`src/rtl/seq_detect_stream_ctrl.sv`:
```
// seq_detect_stream_ctrl: accepts parallel words over valid/ready, serializes
// them MSB-first one bit per cycle, and runs an overlapping pattern matcher
// with a saturating match counter and a sticky threshold interrupt.
module seq_detect_stream_ctrl #(
    parameter int DATA_W = 8,
    parameter int PAT_W  = 4,
    parameter int CNT_W  = 8
) (
    input  logic              clk_i,
    input  logic              reset_i,
    input  logic              enable_i,
    input  logic              clear_i,
    input  logic [PAT_W-1:0]  cfg_pattern_i,
    input  logic [CNT_W-1:0]  cfg_threshold_i,
    input  logic              in_valid_i,
    input  logic [DATA_W-1:0] in_data_i,
    output logic              in_ready_o,
    output logic              bit_out_o,
    output logic              bit_valid_o,
    output logic              detected_o,
    output logic [CNT_W-1:0]  match_count_o,
    output logic              irq_o,
    output logic              busy_o
);

    localparam int IDX_W  = (DATA_W > 1) ? $clog2(DATA_W) : 1;
    localparam int FILL_W = $clog2(PAT_W + 1);

    typedef enum logic [1:0] {
        IDLE  = 2'd0,
        RUN   = 2'd1,
        SHIFT = 2'd2
    } state_t;

    state_t             state_q;
    logic [DATA_W-1:0]  word_q;
    logic [IDX_W-1:0]   idx_q;
    logic [PAT_W-1:0]   pat_q;
    logic [PAT_W-1:0]   hist_q;
    logic [PAT_W-1:0]   hist_d;
    logic [FILL_W-1:0]  fill_q;
    logic [CNT_W-1:0]   cnt_q;
    logic [CNT_W-1:0]   cnt_inc;
    logic               det_q;
    logic               irq_q;
    logic               last_bit;
    logic               accept;
    logic               match;

    // The word register shifts left, so the bit on the wire is always its MSB.
    assign last_bit    = (state_q == SHIFT) && (idx_q == IDX_W'(DATA_W - 1));
    assign in_ready_o  = enable_i && ((state_q == RUN) || last_bit);
    assign accept      = in_valid_i && in_ready_o;
    assign bit_valid_o = (state_q == SHIFT);
    assign bit_out_o   = bit_valid_o & word_q[DATA_W-1];
    assign busy_o      = (state_q != IDLE);

    // History including the bit on the wire; a match needs PAT_W real bits.
    assign hist_d  = {hist_q[PAT_W-2:0], bit_out_o};
    assign match   = bit_valid_o && (hist_d == pat_q) && (fill_q >= FILL_W'(PAT_W - 1));
    assign cnt_inc = cnt_q + CNT_W'(1);

    assign detected_o    = det_q;
    assign match_count_o = cnt_q;
    assign irq_o         = irq_q;

    // Control FSM: latch pattern on start, accept words, serialize without bubbles.
    always_ff @(posedge clk_i or posedge reset_i) begin
        if (reset_i) begin
            state_q <= IDLE;
            word_q  <= '0;
            idx_q   <= '0;
            pat_q   <= '0;
        end else begin
            case (state_q)
                IDLE: begin
                    if (enable_i) begin
                        pat_q   <= cfg_pattern_i;
                        state_q <= RUN;
                    end
                end
                RUN: begin
                    if (accept) begin
                        word_q  <= in_data_i;
                        idx_q   <= '0;
                        state_q <= SHIFT;
                    end else if (!enable_i) begin
                        state_q <= IDLE;
                    end
                end
                SHIFT: begin
                    if (last_bit) begin
                        if (accept) begin
                            // next word starts on the very next cycle
                            word_q <= in_data_i;
                            idx_q  <= '0;
                        end else begin
                            word_q  <= word_q << 1;
                            state_q <= enable_i ? RUN : IDLE;
                        end
                    end else begin
                        // enable is not consulted here: a word in flight always completes
                        word_q <= word_q << 1;
                        idx_q  <= idx_q + IDX_W'(1);
                    end
                end
                default: state_q <= IDLE;
            endcase
        end
    end

    // Matcher: history/fill tracking, registered match pulse, counter and irq.
    always_ff @(posedge clk_i or posedge reset_i) begin
        if (reset_i) begin
            hist_q <= '0;
            fill_q <= '0;
            cnt_q  <= '0;
            det_q  <= 1'b0;
            irq_q  <= 1'b0;
        end else if (clear_i) begin
            // clear beats a coincident match and drops the bit on the wire
            hist_q <= '0;
            fill_q <= '0;
            cnt_q  <= '0;
            det_q  <= 1'b0;
            irq_q  <= 1'b0;
        end else begin
            det_q <= match;
            if (bit_valid_o) begin
                hist_q <= hist_d;
                if (fill_q < FILL_W'(PAT_W)) begin
                    fill_q <= fill_q + FILL_W'(1);
                end
            end
            if (match && !(&cnt_q)) begin
                cnt_q <= cnt_inc;
                if ((cfg_threshold_i != '0) && (cnt_inc == cfg_threshold_i)) begin
                    irq_q <= 1'b1;
                end
            end
        end
    end

endmodule

```
`config.mk`:
```
export PLATFORM = sky130hd
export DESIGN_NAME = seq_detect_stream_ctrl
export DESIGN_NICKNAME = d
export VERILOG_FILES = /design/src/rtl/seq_detect_stream_ctrl.sv
export SDC_FILE = /design/constraint.sdc
export NUM_CORES = 1
export LEC_CHECK = 0
export ABC_CLOCK_PERIOD_IN_PS = 3300
export BUFFER_PORTS_ARGS = -buffer_cell sky130_fd_sc_hd__buf_4
export CORE_ASPECT_RATIO = 0.9
export CORE_MARGIN = 1
export CORE_UTILIZATION = 45
export DETAILED_ROUTE_END_ITERATION = 8
export MAX_ROUTING_LAYER = met4
export PLACE_DENSITY = 0.67
export SLEW_MARGIN = 30
export SYNTH_ARGS = -nofsm -noshare
export SYNTH_HDL_FRONTEND = slang
export SYNTH_SLANG_ARGS = --single-unit
```
`constraint.sdc`:
```
create_clock -name clk_i -period 3.3 [get_ports clk_i]
set_clock_uncertainty 0.2 [all_clocks]
set_input_delay 0.33 -clock clk_i [delete_from_list [all_inputs] [get_ports clk_i]]
set_output_delay 0.33 -clock clk_i [all_outputs]
set_load 0.01 [all_outputs]
```
==> results.ini <==
[yosys]
syn_nets=228
yosys.area.top_type=dfrtp_1
ys_types=46
async_flop_share_pct=100
ys.flop_type=dfrtp_1
yosys.area.top_type_share_pct=42.7
syn_area_um2=1940
syn_inst=194
synth_edf_count=0
ys_seq_area_share_pct=42.7
synth_seq_cells=33
yosysWarnings=0
avgSynthCellArea_um2=9.98
synth_area_leaders=dfrtp_1 (43%), xnor2_1 (7.2%), ha_1 (5.8%)

[clock_network]
clk_pin_slew_worst_paths_ns=0.06
cts.sinks=33
worstSkewPairLatency_ns=0.28
cts_hold_buf=1
cts_tree=built
cts_buffer_depth=2
cts_made_buffers=5
htree_levels=2
cts-resized-gates=0
post-cts-setup-buffers=0
cts_root_buffer=clkbuf_8

[outcome]
status=completed

[pwr]
power_mw=1.27
p_clk_share_pct=23.4
peakVddDrop_mv=0.320
combPwrFrac_pct=31.4
power.leakage_nw=1.09
seqPwrFrac_pct=45.3
p_per_area_nw_per_um2=542
switchingPower_mw=0.401
p_int_mw=0.866
swShare_pct=31.6

[timing]
report.final.slew_viol_count=0
rsz0062_at_grt=no
fin_crit_ns=2.31
worst_pin_slew_ns=0.517
finalSetupViolCount=0
tns_ns=0
slew_headroom_pct=65.4
finalHoldViolations=0
clock.fmax_mhz=434
period_share_pct=69.9
layout_setup_ws_ns=0.995

[worst_hold_path]
hold_start=cfg_pattern_i[2]
min_path_type=in2reg

[grt]
grt_max_degree=34
track_usage_pct=20.0
overflow=0
grt_pass1_wl_um=6640
grt_pass1_vias=1488
antenna_found_initial=0

[placed_design]
gp_congestion=0.803
port_buffers=38
post-place-ws_ns=1.04
dpl.hpwl_um=2850

[setup_path]
critPathArrivalTime_ns=2.27
cpPeakStageDelay_ns=0.42
cp_common_cell=inv_1
required_ns=3.27
crit_path_end_kind=flop
startpoint_type=flop
worstPathMaxFanout=11
worstSetupStartpoint=state_q[0]
rr_startpoint=state_q[0]
slowest_stage=ha_1
path_class=reg2reg
cp_cell_sequence=inv_1 -> ha_1 -> inv_1 -> a21oi_1 -> o21ai_0 -> mux2_2

[die]
die_area_um2=4570
num_rows=22
die_x_um=71.1
initial_core_util_pct=47.2
core_area_um2=4100
fp.dieH_um=64.2
io_pins=39

[layout]
diodes=0
fillerInstances=367
drive_gt1_share_pct=23.6
layout.nets=267
synthToLayoutAreaGrowth_pct=20.7

[run]
cap_violations=0

[routing]
ant_nets=0
num_vias=1536
viasPerCell=5.47
wirelength_um=3790
dr.pass1.iters=6
drc=0
dr.first_iter.drc_count=48
wl_per_cell_um=13.5

-- flip-flops by register name, summed over array words and instances (netlist names) --
| signal | cells |
|---|---|
| hist_q | 3 |
| fill_q | 3 |
| pat_q | 4 |
| idx_q | 3 |
| state_q | 2 |
| detected_o | 1 |
| irq_o | 1 |
| match_count_o | 8 |
| word_q | 8 |
-- worst paths after layout --
check	endpoint	slack, ns	cells past startpoint
setup / recovery	idx_q[0]	0.99	6
hold / removal	pat_q[2]	0.08	2
setup reg to reg	idx_q[0]	0.99	6
hold reg to reg	word_q[3]	0.28	2
max in group asynchronous	fill_q[0]	2.11	4
min in group asynchronous	match_count_o[0]	0.50	4
-- synthesized netlist by cell type (2+ instances only) --
master / number
mux2_2: 5
nand4_1: 2
clkbuf_1: 3
o41ai_1: 2
o21ai_0: 13
mux2i_1: 11
nand2_1: 17
xor2_1: 3
ha_1: 9
nand3_1: 6
xnor2_1: 16
nor4b_2: 2
a21oi_1: 8
nor2_1: 16
or4_1: 2
nor2b_1: 3
nor3_1: 5
buf_6: 2
a22o_1: 3
dfrtp_1: 33
inv_1: 8
-- power by group through the flow --
stage | registers, mW | logic, mW | clock network (mW)
2_1_floorplan | 0.562 | 0.295 | 0
3_3_place_gp | 0.577 | 0.388 | 0
3_5_place_dp | 0.581 | 0.398 | 0
4_1_cts | 0.574 | 0.404 | 0.310
5_1_grt | 0.588 | 0.457 | 0.327
6_report | 0.573 | 0.397 | 0.296
-- kinds of logic (layout without fill, tap and decap cells) --
group	count (synthesis)	count (layout)	synth area share (%)
AOI/OAI and AO/OA	37	37	12.3
xor gates and xnor gates	19	19	8.60
adders and majority gates	9	9	5.82
buffers and inverters	16	55	4.01
DFF	33	33	42.7
muxes	16	16	8.60
and+or+nand+nor	64	64	18.0
-- cell usage in the layout (no fill, tap or decap), types with 5 or more instances in the layout --
master,Yosys,layout
mux2i_1,11,11
dfrtp_1,33,33
nand3_1,6,6
nor3_1,5,5
nand2_1,17,17
buf_4,0,39
ha_1,9,9
nor2_1,16,16
clkbuf_8,0,6
mux2_2,5,5
inv_1,8,8
a21oi_1,8,8
o21ai_0,13,13
xnor2_1,16,16
-- final cells by class --
cell class                      count  area [um2]  area share [%]
Clock buffer                        7        86.3            3.69
Inverter                            8        30.0            1.28
Multi-Input combinational cell    145        1030            44.2
Sequential cell                    33         826            35.3
Tap cell                           48        60.1            2.57
Timing Repair Buffer               40         303            13.0
-- metrics by stage --
step	hold WS [ns]	util [%]	instance area (um2)	std cells
2_1_floorplan	0.249	-	1940	194
3_3_place_gp	0.252	54.6	2240	273
6_report	0.0802	57.0	2340	281
5_1_grt	0.0638	57.0	2340	281
3_5_place_dp	0.255	54.6	2240	273
4_1_cts	0.0679	57.0	2340	281
-- worst max-delay path: cells and delay by family (launching register included) --
| kind | cells | cell delay [ns] |
|---|---|---|
| fa+ha+maj | 1 | 0.42 |
| mux | 1 | 0.30 |
| compound gates | 2 | 0.56 |
| buf+inv | 2 | 0.31 |
| flops | 1 | 0.41 |
-- per-layer routing --
layer	up-vias	routed length [um]	GRT usage (%)
met5	-	0	-
li1	764	-	-
met2	32	1780	31.1
met1	735	1810	23.7
met3	5	144	6.94
met4	0	57	8.25
(Power assumes the default switching activity.)
